`src/rtl/mips_pkg.sv`:
```
// Shared constants for the multicycle MIPS-32 controller: opcodes, select encodings,
// FSM state encoding and the packed control word produced by the output decoder.
package mips_pkg;

    localparam logic [5:0] OP_RTYPE = 6'b000000;
    localparam logic [5:0] OP_LW    = 6'b100011;
    localparam logic [5:0] OP_SW    = 6'b101011;
    localparam logic [5:0] OP_BEQ   = 6'b000100;
    localparam logic [5:0] OP_J     = 6'b000010;
    localparam logic [5:0] OP_ADDI  = 6'b001000;
    localparam logic [5:0] FN_JR    = 6'b001000;

    localparam logic [1:0] ALUOP_ADD   = 2'b00;
    localparam logic [1:0] ALUOP_SUB   = 2'b01;
    localparam logic [1:0] ALUOP_RTYPE = 2'b10;

    localparam logic [1:0] PCSRC_ALU    = 2'b00;
    localparam logic [1:0] PCSRC_ALUOUT = 2'b01;
    localparam logic [1:0] PCSRC_JUMP   = 2'b10;
    localparam logic [1:0] PCSRC_REG    = 2'b11;

    localparam logic [1:0] ALUSRCB_B       = 2'b00;
    localparam logic [1:0] ALUSRCB_FOUR    = 2'b01;
    localparam logic [1:0] ALUSRCB_IMM     = 2'b10;
    localparam logic [1:0] ALUSRCB_IMM_SH2 = 2'b11;

    localparam logic [3:0] ST_IDLE      = 4'd0;
    localparam logic [3:0] ST_FETCH     = 4'd1;
    localparam logic [3:0] ST_DECODE    = 4'd2;
    localparam logic [3:0] ST_MEM_ADDR  = 4'd3;
    localparam logic [3:0] ST_MEM_RD    = 4'd4;
    localparam logic [3:0] ST_MEM_WB    = 4'd5;
    localparam logic [3:0] ST_MEM_WR    = 4'd6;
    localparam logic [3:0] ST_R_EXEC    = 4'd7;
    localparam logic [3:0] ST_R_WB      = 4'd8;
    localparam logic [3:0] ST_ADDI_EXEC = 4'd9;
    localparam logic [3:0] ST_ADDI_WB   = 4'd10;
    localparam logic [3:0] ST_BRANCH    = 4'd11;
    localparam logic [3:0] ST_JUMP      = 4'd12;
    localparam logic [3:0] ST_JR        = 4'd13;
    localparam logic [3:0] ST_TRAP      = 4'd14;

    typedef struct packed {
        logic       pc_write;
        logic       pc_write_cond;
        logic       i_or_d;
        logic       mem_read;
        logic       mem_write;
        logic       ir_write;
        logic       reg_dst;
        logic       mem_to_reg;
        logic       reg_write;
        logic       alu_src_a;
        logic [1:0] alu_src_b;
        logic [1:0] alu_op;
        logic [1:0] pc_source;
        logic       instr_done;
    } ctrl_word_t;

    function automatic logic is_legal_op(input logic [5:0] op);
        logic legal;
        case (op)
            OP_RTYPE, OP_LW, OP_SW, OP_BEQ, OP_J, OP_ADDI: legal = 1'b1;
            default:                                       legal = 1'b0;
        endcase
        return legal;
    endfunction

endpackage

```
`src/rtl/mips_multicycle_ctrl_if.sv`:
```
// Control bundle between the multicycle controller (master) and the datapath (slave):
// instruction fields and status in, mux selects and strobes out.
interface mips_multicycle_ctrl_if #(
    parameter int OPW = 6,
    parameter int FNW = 6
);
    logic [OPW-1:0] opcode;
    logic [FNW-1:0] func;
    logic           zero;
    logic           mem_ready;
    logic           alu_func_err;

    logic           pc_write;
    logic           pc_write_cond;
    logic           i_or_d;
    logic           mem_read;
    logic           mem_write;
    logic           ir_write;
    logic           reg_dst;
    logic           mem_to_reg;
    logic           reg_write;
    logic           alu_src_a;
    logic [1:0]     alu_src_b;
    logic [1:0]     alu_op;
    logic [1:0]     pc_source;
    logic           instr_done;
    logic           halted;

    modport master (
        input  opcode, func, zero, mem_ready, alu_func_err,
        output pc_write, pc_write_cond, i_or_d, mem_read, mem_write, ir_write,
               reg_dst, mem_to_reg, reg_write, alu_src_a, alu_src_b, alu_op,
               pc_source, instr_done, halted
    );

    modport slave (
        output opcode, func, zero, mem_ready, alu_func_err,
        input  pc_write, pc_write_cond, i_or_d, mem_read, mem_write, ir_write,
               reg_dst, mem_to_reg, reg_write, alu_src_a, alu_src_b, alu_op,
               pc_source, instr_done, halted
    );
endinterface

```
`src/rtl/mips_ctrl_outdec.sv`:
```
// Combinational output decoder: FSM state plus mem_ready (Mealy strobes) to control word.
module mips_ctrl_outdec
    import mips_pkg::*;
(
    input  logic [3:0]  state_i,
    input  logic        mem_ready_i,
    input  logic        nop_done_i,
    output ctrl_word_t  cw_o
);

    // Per-state control word; anything not set stays 0.
    always_comb begin
        cw_o = '0;
        case (state_i)
            ST_FETCH: begin
                cw_o.mem_read  = 1'b1;
                cw_o.alu_src_b = ALUSRCB_FOUR;
                cw_o.alu_op    = ALUOP_ADD;
                cw_o.pc_source = PCSRC_ALU;
                cw_o.ir_write  = mem_ready_i;
                cw_o.pc_write  = mem_ready_i;
            end
            ST_DECODE: begin
                cw_o.alu_src_b  = ALUSRCB_IMM_SH2;
                cw_o.alu_op     = ALUOP_ADD;
                cw_o.instr_done = nop_done_i;
            end
            ST_MEM_ADDR, ST_ADDI_EXEC: begin
                cw_o.alu_src_a = 1'b1;
                cw_o.alu_src_b = ALUSRCB_IMM;
                cw_o.alu_op    = ALUOP_ADD;
            end
            ST_MEM_RD: begin
                cw_o.mem_read = 1'b1;
                cw_o.i_or_d   = 1'b1;
            end
            ST_MEM_WB: begin
                cw_o.reg_write  = 1'b1;
                cw_o.mem_to_reg = 1'b1;
                cw_o.instr_done = 1'b1;
            end
            ST_MEM_WR: begin
                cw_o.mem_write  = 1'b1;
                cw_o.i_or_d     = 1'b1;
                cw_o.instr_done = mem_ready_i;
            end
            ST_R_EXEC: begin
                cw_o.alu_src_a  = 1'b1;
                cw_o.alu_src_b  = ALUSRCB_B;
                cw_o.alu_op     = ALUOP_RTYPE;
                cw_o.instr_done = nop_done_i;
            end
            ST_R_WB: begin
                cw_o.reg_write  = 1'b1;
                cw_o.reg_dst    = 1'b1;
                cw_o.instr_done = 1'b1;
            end
            ST_ADDI_WB: begin
                cw_o.reg_write  = 1'b1;
                cw_o.instr_done = 1'b1;
            end
            ST_BRANCH: begin
                cw_o.alu_src_a     = 1'b1;
                cw_o.alu_src_b     = ALUSRCB_B;
                cw_o.alu_op        = ALUOP_SUB;
                cw_o.pc_write_cond = 1'b1;
                cw_o.pc_source     = PCSRC_ALUOUT;
                cw_o.instr_done    = 1'b1;
            end
            ST_JUMP: begin
                cw_o.pc_write   = 1'b1;
                cw_o.pc_source  = PCSRC_JUMP;
                cw_o.instr_done = 1'b1;
            end
            ST_JR: begin
                cw_o.pc_write   = 1'b1;
                cw_o.pc_source  = PCSRC_REG;
                cw_o.instr_done = 1'b1;
            end
            default: cw_o = '0;
        endcase
    end

endmodule

```
`src/rtl/mips_multicycle_ctrl.sv`:
```
// Main control FSM of the multicycle MIPS-32 datapath (state register + next-state logic).
// Define ILLEGAL_OP_TRAP_EN to trap on illegal opcodes / alu_func_err; otherwise they retire as NOPs.
module mips_multicycle_ctrl
    import mips_pkg::*;
#(
    parameter int OPW = 6,
    parameter int FNW = 6
)(
    input  logic                  clk,
    input  logic                  reset,
    mips_multicycle_ctrl_if.master ctrl
);

`ifdef ILLEGAL_OP_TRAP_EN
    localparam logic [3:0] ST_ILLEGAL = ST_TRAP;
`else
    localparam logic [3:0] ST_ILLEGAL = ST_FETCH;
`endif

    logic [3:0]     state_q, state_d;
    logic [OPW-1:0] op_q, op_d;
    logic           nop_done_s;
    ctrl_word_t     cw_s;
    logic           unused_zero_s;

    // zero only qualifies pc_write_cond inside the datapath
    assign unused_zero_s = ctrl.zero;

`ifdef ILLEGAL_OP_TRAP_EN
    assign nop_done_s  = 1'b0;
    assign ctrl.halted = (state_q == ST_TRAP);
`else
    assign nop_done_s  = ((state_q == ST_DECODE) && !is_legal_op(ctrl.opcode)) ||
                         ((state_q == ST_R_EXEC) && ctrl.alu_func_err);
    assign ctrl.halted = 1'b0;
`endif

    // Next-state logic; the opcode is captured in DECODE to steer MEM_ADDR.
    always_comb begin
        state_d = state_q;
        op_d    = op_q;
        case (state_q)
            ST_IDLE:  state_d = ST_FETCH;
            ST_FETCH: begin
                if (ctrl.mem_ready) state_d = ST_DECODE;
                else                state_d = ST_FETCH;
            end
            ST_DECODE: begin
                op_d = ctrl.opcode;
                case (ctrl.opcode)
                    OP_LW, OP_SW: state_d = ST_MEM_ADDR;
                    OP_RTYPE:     state_d = (ctrl.func == FN_JR) ? ST_JR : ST_R_EXEC;
                    OP_BEQ:       state_d = ST_BRANCH;
                    OP_J:         state_d = ST_JUMP;
                    OP_ADDI:      state_d = ST_ADDI_EXEC;
                    default:      state_d = ST_ILLEGAL;
                endcase
            end
            ST_MEM_ADDR: state_d = (op_q == OP_SW) ? ST_MEM_WR : ST_MEM_RD;
            ST_MEM_RD: begin
                if (ctrl.mem_ready) state_d = ST_MEM_WB;
                else                state_d = ST_MEM_RD;
            end
            ST_MEM_WR: begin
                if (ctrl.mem_ready) state_d = ST_FETCH;
                else                state_d = ST_MEM_WR;
            end
            ST_R_EXEC: begin
                if (ctrl.alu_func_err) state_d = ST_ILLEGAL;
                else                   state_d = ST_R_WB;
            end
            ST_ADDI_EXEC: state_d = ST_ADDI_WB;
            ST_MEM_WB, ST_R_WB, ST_ADDI_WB, ST_BRANCH, ST_JUMP, ST_JR: state_d = ST_FETCH;
            ST_TRAP:  state_d = ST_TRAP;
            default:  state_d = ST_IDLE;
        endcase
    end

    // State and latched-opcode registers with synchronous reset.
    always_ff @(posedge clk) begin
        if (reset) begin
            state_q <= ST_IDLE;
            op_q    <= '0;
        end else begin
            state_q <= state_d;
            op_q    <= op_d;
        end
    end

    mips_ctrl_outdec u_outdec (
        .state_i     (state_q),
        .mem_ready_i (ctrl.mem_ready),
        .nop_done_i  (nop_done_s),
        .cw_o        (cw_s)
    );

    assign ctrl.pc_write      = cw_s.pc_write;
    assign ctrl.pc_write_cond = cw_s.pc_write_cond;
    assign ctrl.i_or_d        = cw_s.i_or_d;
    assign ctrl.mem_read      = cw_s.mem_read;
    assign ctrl.mem_write     = cw_s.mem_write;
    assign ctrl.ir_write      = cw_s.ir_write;
    assign ctrl.reg_dst       = cw_s.reg_dst;
    assign ctrl.mem_to_reg    = cw_s.mem_to_reg;
    assign ctrl.reg_write     = cw_s.reg_write;
    assign ctrl.alu_src_a     = cw_s.alu_src_a;
    assign ctrl.alu_src_b     = cw_s.alu_src_b;
    assign ctrl.alu_op        = cw_s.alu_op;
    assign ctrl.pc_source     = cw_s.pc_source;
    assign ctrl.instr_done    = cw_s.instr_done;

endmodule

```
`src/flat_wrapper.sv`:
```
// flat-port wrapper written by rule: the top's interface ports become plain ports
module mips_multicycle_ctrl_flat import mips_pkg::*;
#(
    parameter int OPW = 6,
    parameter int FNW = 6
)
  (clk, reset, ctrl_opcode, ctrl_func, ctrl_zero, ctrl_mem_ready, ctrl_alu_func_err, ctrl_pc_write, ctrl_pc_write_cond, ctrl_i_or_d, ctrl_mem_read, ctrl_mem_write, ctrl_ir_write, ctrl_reg_dst, ctrl_mem_to_reg, ctrl_reg_write, ctrl_alu_src_a, ctrl_alu_src_b, ctrl_alu_op, ctrl_pc_source, ctrl_instr_done, ctrl_halted);
  mips_multicycle_ctrl_if #(.OPW(OPW), .FNW(FNW)) ctrl_i ();
  input  logic clk;
  input  logic reset;
  input wire logic [$bits(ctrl_i.opcode)-1:0] ctrl_opcode;
  input wire logic [$bits(ctrl_i.func)-1:0] ctrl_func;
  input wire logic [$bits(ctrl_i.zero)-1:0] ctrl_zero;
  input wire logic [$bits(ctrl_i.mem_ready)-1:0] ctrl_mem_ready;
  input wire logic [$bits(ctrl_i.alu_func_err)-1:0] ctrl_alu_func_err;
  output wire logic [$bits(ctrl_i.pc_write)-1:0] ctrl_pc_write;
  output wire logic [$bits(ctrl_i.pc_write_cond)-1:0] ctrl_pc_write_cond;
  output wire logic [$bits(ctrl_i.i_or_d)-1:0] ctrl_i_or_d;
  output wire logic [$bits(ctrl_i.mem_read)-1:0] ctrl_mem_read;
  output wire logic [$bits(ctrl_i.mem_write)-1:0] ctrl_mem_write;
  output wire logic [$bits(ctrl_i.ir_write)-1:0] ctrl_ir_write;
  output wire logic [$bits(ctrl_i.reg_dst)-1:0] ctrl_reg_dst;
  output wire logic [$bits(ctrl_i.mem_to_reg)-1:0] ctrl_mem_to_reg;
  output wire logic [$bits(ctrl_i.reg_write)-1:0] ctrl_reg_write;
  output wire logic [$bits(ctrl_i.alu_src_a)-1:0] ctrl_alu_src_a;
  output wire logic [$bits(ctrl_i.alu_src_b)-1:0] ctrl_alu_src_b;
  output wire logic [$bits(ctrl_i.alu_op)-1:0] ctrl_alu_op;
  output wire logic [$bits(ctrl_i.pc_source)-1:0] ctrl_pc_source;
  output wire logic [$bits(ctrl_i.instr_done)-1:0] ctrl_instr_done;
  output wire logic [$bits(ctrl_i.halted)-1:0] ctrl_halted;
  assign ctrl_i.opcode = ctrl_opcode;
  assign ctrl_i.func = ctrl_func;
  assign ctrl_i.zero = ctrl_zero;
  assign ctrl_i.mem_ready = ctrl_mem_ready;
  assign ctrl_i.alu_func_err = ctrl_alu_func_err;
  assign ctrl_pc_write = ctrl_i.pc_write;
  assign ctrl_pc_write_cond = ctrl_i.pc_write_cond;
  assign ctrl_i_or_d = ctrl_i.i_or_d;
  assign ctrl_mem_read = ctrl_i.mem_read;
  assign ctrl_mem_write = ctrl_i.mem_write;
  assign ctrl_ir_write = ctrl_i.ir_write;
  assign ctrl_reg_dst = ctrl_i.reg_dst;
  assign ctrl_mem_to_reg = ctrl_i.mem_to_reg;
  assign ctrl_reg_write = ctrl_i.reg_write;
  assign ctrl_alu_src_a = ctrl_i.alu_src_a;
  assign ctrl_alu_src_b = ctrl_i.alu_src_b;
  assign ctrl_alu_op = ctrl_i.alu_op;
  assign ctrl_pc_source = ctrl_i.pc_source;
  assign ctrl_instr_done = ctrl_i.instr_done;
  assign ctrl_halted = ctrl_i.halted;
  mips_multicycle_ctrl #(.OPW(OPW), .FNW(FNW)) u_core (.clk(clk), .reset(reset), .ctrl(ctrl_i));
endmodule
```
`config.mk`:
```
export PLATFORM = sky130hd
export DESIGN_NAME = mips_multicycle_ctrl_flat
export DESIGN_NICKNAME = d
export VERILOG_FILES = /design/src/rtl/mips_pkg.sv /design/src/rtl/mips_multicycle_ctrl_if.sv /design/src/rtl/mips_ctrl_outdec.sv /design/src/rtl/mips_multicycle_ctrl.sv /design/src/flat_wrapper.sv
export SDC_FILE = /design/constraint.sdc
export NUM_CORES = 1
export LEC_CHECK = 0
export CORE_MARGIN = 1
export CORE_UTILIZATION = 44
export DETAILED_ROUTE_END_ITERATION = 8
export HOLD_SLACK_MARGIN = 0.12
export PLACE_DENSITY = 0.93
export SLEW_MARGIN = 0
export SYNTH_ARGS = -nofsm -noshare
export SYNTH_HDL_FRONTEND = slang
export SYNTH_SLANG_ARGS = --single-unit
```
`constraint.sdc`:
```
create_clock -name clk -period 2.77 [get_ports clk]
set_input_delay 0.831 -clock clk [delete_from_list [all_inputs] [get_ports clk]]
set_output_delay 0.831 -clock clk [all_outputs]
set_load 0.1 [all_outputs]
```
==> results of run 1 <==
==> metrics by stage <==
stage / hold slack [ns] / std cells
after floorplan: 0.425 / 115
after global placement: 0.442 / 179
after detailed placement: 0.451 / 179
after CTS: 0.460 / 206
==> cell families after synthesis <==
family                 after synthesis  synth area share, %
AO/OA/AOI/OAI                       32                 26.0
XOR/XNOR                             1                 1.10
buffers and inverters                9                 6.58
flip-flops                          10                 25.1
other                                1                0.470
AND/OR/NAND/NOR                     62                 40.8
==> timing repair <==
item | in CTS
pin swaps | 9
resized for setup | 32
hold buffers | 0
buffers inserted | 23
setup endpoints to repair | 2
==> out/metrics.csv, run 1 <==
stage,metric,value,unit
synth,number of synthesized flops with an enable pin,0,
floorplanning,Initial Utilization,46.7,%
timing,post-GRT worst EP,ctrl_instr_done,
synth,Synth area leader,dfxtp_1,
floorplanning,num ports,35,
place,routability cong.,0.838,
outcome,status,stopped before the end,
synth,"top cells by area, synth","dfxtp_1, a21oi_1, nand2_1",
cts,htree depth,1,
timing,WEP type,top-level output,
grt,largest net degree at the start of global routing,18,
synth,Synth Register Bits,10,
place,pre-CTS setup slack,-0.444,ns
cts,CTS buffer count,3,
outcome,Tool Error,[ERROR DPL-0033] detailed placement checks failed during check placement.,
grt,initial antenna violation count,0,
synth,"Avg Cell Area, Syn",6.94,um2
synth,Post-Syn Instances,115,
floorplanning,Die Wd,44.6,um
synth,ys flop type,dfxtp_1,
place,Placed Area,1440,um2
synth,Synth top area share,25.1,%
place,I/O Buffers,32,
synth,Synth Net Count,132,
synth,sequential share of the synthesized area,25.1,%
outcome,Stopped at,global routing,
synth,"Async S/R FF share, synth",0,%
synth,yosys warns,0,
floorplanning,Die Y,44.6,um
synth,synth cell count leaders,"nand2_1, a21oi_1, nor2_1",
synth,distinct cell type count after synthesis,38,
place,dpl hpwl,2.17,mm
synth,Mapped Area,798,um2
floorplanning,FP Rows,15,
cts,CTS Root Cell,clkbuf_4,
cts,CTS max path bufs,2,
cts,Clock Sink Count,10,
synth,most frequent cell after synthesis,nand2_1,
==> inputs of run 2 (changes only) <==
--- a/config.mk
+++ b/config.mk
@@ -5,11 +5,10 @@
 export SDC_FILE = /design/constraint.sdc
 export NUM_CORES = 1
 export LEC_CHECK = 0
-export CORE_MARGIN = 1
-export CORE_UTILIZATION = 44
+export CORE_AREA = 2 2 63 65
 export DETAILED_ROUTE_END_ITERATION = 8
-export HOLD_SLACK_MARGIN = 0.12
-export PLACE_DENSITY = 0.93
+export DIE_AREA = 0 0 65 67
+export PLACE_DENSITY_LB_ADDON = 0.15
 export SLEW_MARGIN = 0
 export SYNTH_ARGS = -nofsm -noshare
 export SYNTH_HDL_FRONTEND = slang
==> out/metrics.csv, run 2 <==
stage,metric,value,unit,change
outcome,status,completed,,was stopped before the end
routing,vias,1001,,
synth,distinct cell type count after synthesis,38,,unchanged
critical_path,Worst Setup Start Kind,input pin,,
timing,RSZ-0062 raised after global routing,true,,
synth,"Avg Cell Area, Syn",6.94,um2,unchanged
timing,fmax,361,MHz,
cts,CTS tree,done,,
synth,yosys warns,0,,unchanged
job,Max Cap Viol,0,,
power,Pwr Total,0.531,mW,
synth,Synth Net Count,132,,unchanged
finish,Regs by FF count,"u_core.op_q: 6 flops, u_core.state_q: 4 flops",,
synth,ys flop type,dfxtp_1,,unchanged
cts,Clock Sink Count,10,,unchanged
critical_path,CP endpoint kind,primary output,,
synth,sequential share of the synthesized area,25.1,%,unchanged
finish,multi-input logic area,636,um2,
place,pre-CTS setup slack,-0.447,ns,was -0.444 ns
floorplanning,Die Y,67,um,was 44.6 um
critical_path,critical path required time,1.94,ns,
synth,Post-Syn Instances,115,,unchanged
synth,Synth top area share,25.1,%,unchanged
finish,Non-Filler Instances,218,,
floorplanning,FP Rows,22,,was 15
critical_path,crit path kind,input pin to primary output,,
grt,initial antenna violation count,0,,
critical_path,Critical Path Slowest Stage Cell,a221o_2,,
timing,"Slew Viols, Final",0,,
routing,wire per inst,12.1,um,
cts,cts hold-fix bufs,0,,unchanged
floorplanning,Core Region,3610,um2,
synth,Synth area leader,dfxtp_1,,unchanged
synth,most frequent cell after synthesis,nand2_1,,unchanged
grt,gr usage total,12.7,%,
cts,CTS max path bufs,2,,unchanged
finish,antenna cells,0,,
synth,number of synthesized flops with an enable pin,0,,unchanged
critical_path,worst reg2reg path depth,3,,
timing,Worst Clk Skew,0.000494,ns,
critical_path,max incr delay on CP,0.39,ns,
finish,FILL cells,367,,
grt,grt total ovfl,0,,
grt,vias in the first global route,962,,
timing,worst setup margin,0.0000342,ns,
finish,Reg area,203,um2,
hold_path,Worst Hold Path Cells,2,,
routing,final WL,2.64,mm,
floorplanning,num ports,35,,unchanged
floorplanning,die area,4360,um2,
routing,initial drt markers,29,,
power,Worst IR Drop VDD,185,uV,
finish,"commonest non-fill, non-tap cell in the layout",buf_4,,
power,LEAKAGE,0.602,nW,
synth,synth cell count leaders,"nand2_1, a21oi_1, nor2_1",,unchanged
cts,Worst-path clk slew,0.04,ns,
finish,Largest register FFs,6,,
finish,Largest Register,u_core.op_q,,
synth,"Async S/R FF share, synth",0,%,unchanged
place,dpl hpwl,2.02,mm,was 2.17 mm
finish,"commonest non-fill, non-tap cells in the layout","buf_4, nand2_1, buf_12, a21oi_1, nand2b_1",,
floorplanning,Die Wd,65,um,was 44.6 um
routing,Via-to-Cell Ratio,4.59,,
finish,Area Overhead vs Synth,105,%,
grt,first-pass GRT wire length,4.28,mm,
finish,layout cell share with drive strength beyond 1,47.1,%,
timing,Final Cycle Share,100,%,
critical_path,Worst Path Arrival,1.94,ns,
timing,Final min period,2.77,ns,
finish,final net count,189,,
synth,"top cells by area, synth","dfxtp_1, a21oi_1, nand2_1",,unchanged
cts,htree depth,1,,unchanged
place,routability cong.,0.790,,was 0.838
timing,"Hold Vio Cnt, Final",0,,
timing,Max-slew headroom,63.4,%,
timing,Slew @ Worst Pin,0.549,ns,
cts,CTS Root Cell,clkbuf_8,,was clkbuf_4
place,I/O Buffers,32,,unchanged
place,post-placement cell count,206,,was 179
critical_path,crit-path max FO,4,,
grt,largest net degree at the start of global routing,18,,
cts,Clock Latency Late Sink,0.23,ns,
synth,Mapped Area,798,um2,unchanged
critical_path,crit path cell chain,"buf_8, a21oi_4, o21ai_1, a21o_1, a221o_2, buf_12",,
routing,DRT Pass-1 Iters,4,,
routing,Post-DRT Antenna Nets,0,,
routing,drc violations,0,,
hold_path,Worst Hold Class,register to register,,
cts,CTS buffer count,3,,unchanged
synth,Synth Register Bits,10,,unchanged
floorplanning,Initial Utilization,22.1,%,was 46.7%
power,pwr/cell area,325,nW/um2,
timing,Final setup violation count,0,,
timing,hold slack,0.457,ns,
## run 2: cell counts after synthesis
No cell type changed its count.
## run 2: worst max-delay path, delay by kind of cell
kind | cells | cell delay [ns]
AOI/OAI and AO/OA | 4 | 0.83
buffers and inverters | 2 | 0.27
## run 2: cell families after synthesis
group	after synthesis	synth area share, %
other	1	0.470
AND/OR/NAND/NOR	62	40.8
flip-flops	10	25.1
XOR/XNOR	1	1.10
AO/OA/AOI/OAI	32	26.0
buffers and inverters	9	6.58
## run 2: report_power, final
group	switching (mW)	internal (mW)	total [mW]	leakage, nW
Combinational	0.129	0.100	0.229	0.498
Sequential	0.00795	0.150	0.158	0.0822
Clock	0.0501	0.0945	0.145	0.0216
## run 2: what timing repair did
action,4_1_cts,5_1_grt
setup endpoints to repair,2,2
hold endpoints to repair,0,0
pin swaps,7,7
setup buffers,10,0
resized for setup,30,14
## run 2: worst paths after layout
check               startpoint  slack [ns]                end
min reg2reg     u_core.op_q[5]        0.46     u_core.op_q[5]
max             ctrl_opcode[3]     0.00003    ctrl_instr_done
min             u_core.op_q[5]        0.46     u_core.op_q[5]
max reg2reg  u_core.state_q[2]        0.87  u_core.state_q[1]
## run 2: metrics by stage
step,cell area [um2],util (%),TNS [ns]
3_3_place_gp,1500,41.5,-0.391
6_report,1640,45.4,0
2_1_floorplan,850,-,-1.23
3_5_place_dp,1500,41.5,-0.458
5_1_grt,1640,45.4,-0.0248
4_1_cts,1610,44.7,0
## run 2: area by class of cell
| class | instances | share of cell area, % |
|---|---|---|
| repair buffers | 61 | 42.6 |
| multi-input cells | 96 | 38.8 |
| flip-flops and latches | 10 | 12.4 |
| well taps | 48 | 3.67 |
| clock buffers | 3 | 2.52 |
## run 2: per-layer routing
layer  track usage, %  wire length [um]
met1             14.6              1160
met2             22.8              1290
met3             3.04               151
met4             4.26                34
met5                0                 0
Note: power is estimated with default switching activity, not from simulation.
==> patch 1, RTL diff (settings of run 2) <==
Take the reset off `op_q` and load it in a clocked block of its own.
--- a/src/rtl/mips_multicycle_ctrl.sv
+++ b/src/rtl/mips_multicycle_ctrl.sv
@@ -81,9 +81,11 @@
         if (reset) begin
             state_q <= ST_IDLE;
-            op_q    <= '0;
         end else begin
             state_q <= state_d;
-            op_q    <= op_d;
         end
+    end
+
+    always_ff @(posedge clk) begin
+        op_q <= op_d;
     end
 
Function: no difference found for any inputs over 10 cycles, from zero or initial values and one cycle with reset high; that may be too few to reach the edited logic, so the function may still have changed.
==> patch 1 against run 2 <==
- fmax up 1.0%
- wire length down 9.3%
- worst setup slack better by 0.028 ns
- power about the same
- sequential cell count unchanged
- cell area down 5.3%
- area after synthesis down 4.7%
- register-to-register slack better by 0.15 ns
- largest power group unchanged
==> patch 1: results (changes against run 2) <==
Outcome
  • Status: finished, final reports clean

Finish
  • Layout cells sized above 1: 39.9% (-7.2 points)
  • # diodes: 0 (unchanged)
  • Final Net Count: 161 (-15%)
  • Top Registers: u_core.op_q (6), u_core.state_q (4)
  • Post-Layout Cell Count: 191 (-12%)

Placed design
  • Hpwl dp: 1900 um (-5.9%)
  • DP Cell Count: 182 (-12%)
  • Global placement routability congestion: 0.718 (-9.1%)
  • Setup WS pre-CTS: -0.267 ns (+0.181 ns)
  • Buffers on Ports: 32 (unchanged)

Power and ir drop
  • Max IR drop VDD: 0.000148 V (-20%)
  • Static leakage: 0.000564 uW (-6.2%)

CTS
  • Total CTS buffers: 3 (unchanged)
  • CTS H-tree lvls: 1 (unchanged)
  • Clk Tree Root Cell: clkbuf_8
  • Worst skew pair latency: 0.23 ns (about the same)
  • Clock Pin Slew Worst Setup and Hold Paths: 0.05 ns
  • Clock buffer depth: 2 (unchanged)

Worst hold path
  • Hold Crit Class: register to register
  • WHS Path Cells: 4 (+2)
  • Hold EP: u_core.state_q[1]
  • Min-Delay Startpoint: u_core.op_q[5]

Global routing
  • Pin count of the biggest net entering global routing: 14 (-4)
  • All-layer global routing usage: 11.2% (-1.4 points)
  • Vias in the first global route: 831 (-14%)
  • First-pass GRT wire length: 3780 um (-12%)
  • Antenna violations before repair: 0 (unchanged)

Logic synthesis
  • Post-synth ARST share: 0% (unchanged)
  • Unique masters post-synth: 37 (-2.6%)
  • Synthesis Warnings: 0 (unchanged)
  • Synth cell count leaders: nor2_1 (12), nand2b_1 (8), edfxtp_1 (6), nand2_1 (6)
  • Mapped Nets: 109 (-17%)
  • Number of flops mapped to enable cells by yosys: 6 (+6)
  • Mapped Cells: 92 (-20%)
  • Sequential share of the synthesized area: 34.2% (+9.1 points)
  • Synth top area cells: edfxtp_1 (24%), dfxtp_1 (11%), nand2b_1 (6.6%)

Critical path
  • R2R Path Start: u_core.state_q[0]
  • R2r worst-path depth: 6 (+3)
  • Crit-path max FO: 4 (unchanged)
  • CP arrival: 1.91 ns (-0.03 ns)
  • Worst r2r dst: u_core.state_q[3]
  • Worst reg-to-reg setup slack: 1.02 ns (+0.15 ns)

Timing
  • Final Skew: 0.00396 ns (+0.00346 ns)

Detailed routing
  • DR iter-0 viols: 16 (-45%)
  • Initial DRT Pass Iterations: 4 (unchanged)
  • Vias post-DR: 874 (-13%)
  • WL final: 2400 um (-9.3%)
  • DRC viols: 0 (unchanged)
[patch 1: worst max-delay path, stage by stage]
cell,delay [ns]
clkdlybuf4s15_1,0.22
a21oi_1,0.17
nor2_1,0.09
o311ai_2,0.27
nand3_2,0.13
buf_12,0.19
[patch 1: how the worst max path moves through the flow]
stage                                 start         endpoint  slack [ns]  depth (start not counted)
after floorplan           u_core.state_q[2]  ctrl_instr_done       -0.60                          5
after global placement       ctrl_opcode[2]  ctrl_instr_done       -0.26                          6
after detailed placement     ctrl_opcode[2]  ctrl_instr_done       -0.27                          6
after CTS                    ctrl_mem_ready    ctrl_pc_write      0.0008                          4
after global routing         ctrl_opcode[2]  ctrl_instr_done       -0.01                          6
final                        ctrl_opcode[2]  ctrl_instr_done        0.03                          6
[patch 1: stage by stage]
step | hold WS (ns) | setup TNS [ns] | util, % | instance area, sq um
6_report | 0.834 | 0 | 43.0 | 1550
5_1_grt | 0.877 | -0.0148 | 43.0 | 1550
4_1_cts | 0.822 | 0 | 42.7 | 1540
3_5_place_dp | 0.817 | -0.267 | 40.2 | 1450
3_3_place_gp | 0.816 | -0.259 | 40.2 | 1450
2_1_floorplan | 0.648 | -2.18 | - | 807
[patch 1: final cells by class]
class | count | area (sq um)
Fill cell | 369 | 2060
Timing Repair Buffer | 54 | 651
Multi-Input combinational cell | 72 | 523
Sequential cell | 10 | 260
Tap cell | 48 | 60.1
Clock buffer | 3 | 41.3
Inverter | 3 | 11.3
Clock inverter | 1 | 3.75
[patch 1: per-layer routing]
metal	share of wire (%)	track usage, %	vias up
met2	50	18.0	22
met1	44	14.7	403
li1	-	-	447
met4	0.92	4.79	0
met5	0	0	-
met3	4.5	2.03	2
[patch 1: cells by family after synthesis]
group                  after synthesis  share of synthesized area [%]
AND/OR/NAND/NOR                     44                           33.1
AO/OA/AOI/OAI                       25                           23.8
flip-flops                          10                           34.2
buffers and inverters               10                           6.09
XOR/XNOR                             2                           2.30
other                                1                          0.493
[patch 1: report_power, final]
group | leakage [uW] | internal [uW] | switching, uW | total (uW)
Combinational | 0.000454 | 88.2 | 121 | 209
Clock | 0.0000231 | 96.9 | 54.8 | 152
Sequential | 0.0000871 | 163 | 7.18 | 170
Total | 0.000564 | 348 | 183 | 531
[patch 1: what timing repair did]
action / CTS / global route
endpoints found under the setup margin: 1 / 2
pin swaps: 7 / 0
setup buffers: 5 / 0
gates resized for setup: 11 / 3
endpoints found under the hold margin: 0 / 0
==> patch 2, RTL diff (config.mk and constraints of run 2) <==
Made on the original files. Build with the macro `ILLEGAL_OP_TRAP_EN` defined.
--- a/src/rtl/mips_multicycle_ctrl.sv
+++ b/src/rtl/mips_multicycle_ctrl.sv
@@ -1,4 +1,6 @@
 // Main control FSM of the multicycle MIPS-32 datapath (state register + next-state logic).
 // Define ILLEGAL_OP_TRAP_EN to trap on illegal opcodes / alu_func_err; otherwise they retire as NOPs.
+`define ILLEGAL_OP_TRAP_EN
+
 module mips_multicycle_ctrl
     import mips_pkg::*;
Function: changed (Yosys sat finds a counterexample within 4 cycles, from zero or initial values and one cycle with reset high).
==> patch 2 against run 2 <==
- wire length fell by 9.8%
- worst hold slack got worse by 0.0049 ns
- cell area decreased by 7.7%
- sequential cell count unchanged
- final cell count decreased by 9.6%
- worst setup slack better by 0.18 ns
- area after synthesis is 1.3% higher
- highest routed layer unchanged
- fmax increased by 6.7%
Power is not compared: it rests on default switching activity, and its combinational part moved more than twofold at a synthesized area within 25%.
==> patch 2: results (changes against run 2) <==
Finish
  • Final Net Count: 167 (-12%)
  • Fill cell count: 369 (+0.54%)
  • Layout cells sized above 1: 33.6% (-14 points)
  • Post-Layout Cell Count: 197 (-9.6%)

Detailed routing
  • Met1 wire length: 1160 um (-0.43%)
  • Met2 routed WL: 1050 um (-19%)
  • Routed wl met3: 152 um (+0.66%)
  • DR iter-0 viols: 33 (+14%)
  • Vias post-DR: 921 (-8.0%)
  • Drt wl/cell: 12.1 um (-0.22%)

Logic synthesis
  • Mapped Nets: 128 (-3.0%)
  • Unique masters post-synth: 41 (+7.9%)
  • Mapped Cells: 111 (-3.5%)
  • Synth top area cells: dfxtp_1 (25%), nand2_1 (9.3%), a21oi_1 (6.8%)
  • Post-synthesis compound-gate area fraction: 29.7% (+3.7 points)
  • Post-Synth XOR/XNOR Area: 2.17% (+1.1 points)
  • Sequential share of the synthesized area: 24.8% (-0.31 points)
  • Synth cell count leaders: nand2_1 (20), a21oi_1 (11), dfxtp_1 (10)

Placed design
  • Buffers on Ports: 33 (+3.1%)
  • Hpwl dp: 1930 um (-4.7%)

Timing
  • Worst-Margin Slew: 0.473 ns (-0.0758 ns)
  • Final Skew: 0.000428 ns (-0.0000657 ns)

Global routing
  • All-layer global routing usage: 11.4% (-1.3 points)
  • Vias in the first global route: 842 (-12%)
  • Pin count of the biggest net entering global routing: 13 (-5)

Critical path
  • R2r worst-path depth: 5 (+2)
  • CP arrival: 1.76 ns (-0.18 ns)
  • Crit-path max FO: 3 (-1)

CTS
  • Gates resized, CTS repair: 1 (-97%)

Outcome
  • Status: finished, final reports clean
==> patch 2: logic make-up after synthesis <==
family / Yosys count
AO/OA/AOI/OAI: 33
XOR/XNOR: 2
buffers and inverters: 8
flip-flops: 10
AND/OR/NAND/NOR: 58
==> patch 2: area by class of cell <==
class	count	share of cell area (%)
flip-flops and latches	10	13.3
inverters	2	0.497
well taps	48	3.98
repair buffers	40	37.2
multi-input cells	93	41.4
clock buffers	4	3.65
==> patch 2: layer usage <==
layer	global-route usage, %	vias to the layer above
met5	0	-
met4	3.99	0
met3	2.70	2
met2	17.3	28
met1	15.6	411
li1	-	480
==> patch 2: worst paths after layout <==
path	from	to	slack [ns]
worst max-delay path	ctrl_mem_ready	ctrl_pc_write	0.18
worst min-delay path	u_core.op_q[4]	u_core.op_q[4]	0.45
worst max register to register	u_core.state_q[1]	u_core.state_q[2]	1.04
worst min register to register	u_core.op_q[4]	u_core.op_q[4]	0.45
==> patch 2: critical path, cell delays in order <==
cell and delay [ns]:
dlygate4sd2_1 0.26, and3_2 0.18, or2_2 0.32, buf_12 0.17
==> patch 2: power by group through the flow <==
stage	clock, uW	sequential (uW)	combinational [uW]
after floorplan	0	171	375
after global placement	0	191	554
after detailed placement	0	191	553
after CTS	179	188	555
after global routing	185	192	575
final	175	189	551
==> patch 2: metrics by stage <==
step	setup slack [ns]	total power [uW]	setup TNS [ns]	utilization, %	hold WS [ns]
global placement	-0.0294	745	-0.0294	40.4	0.442
floorplan	-0.353	546	-0.685	-	0.432
global route	0.0938	952	0	41.9	0.473
detailed placement	-0.0157	744	-0.0157	40.4	0.448
finish	0.175	915	0	41.9	0.452
CTS	0.176	922	0	41.9	0.454
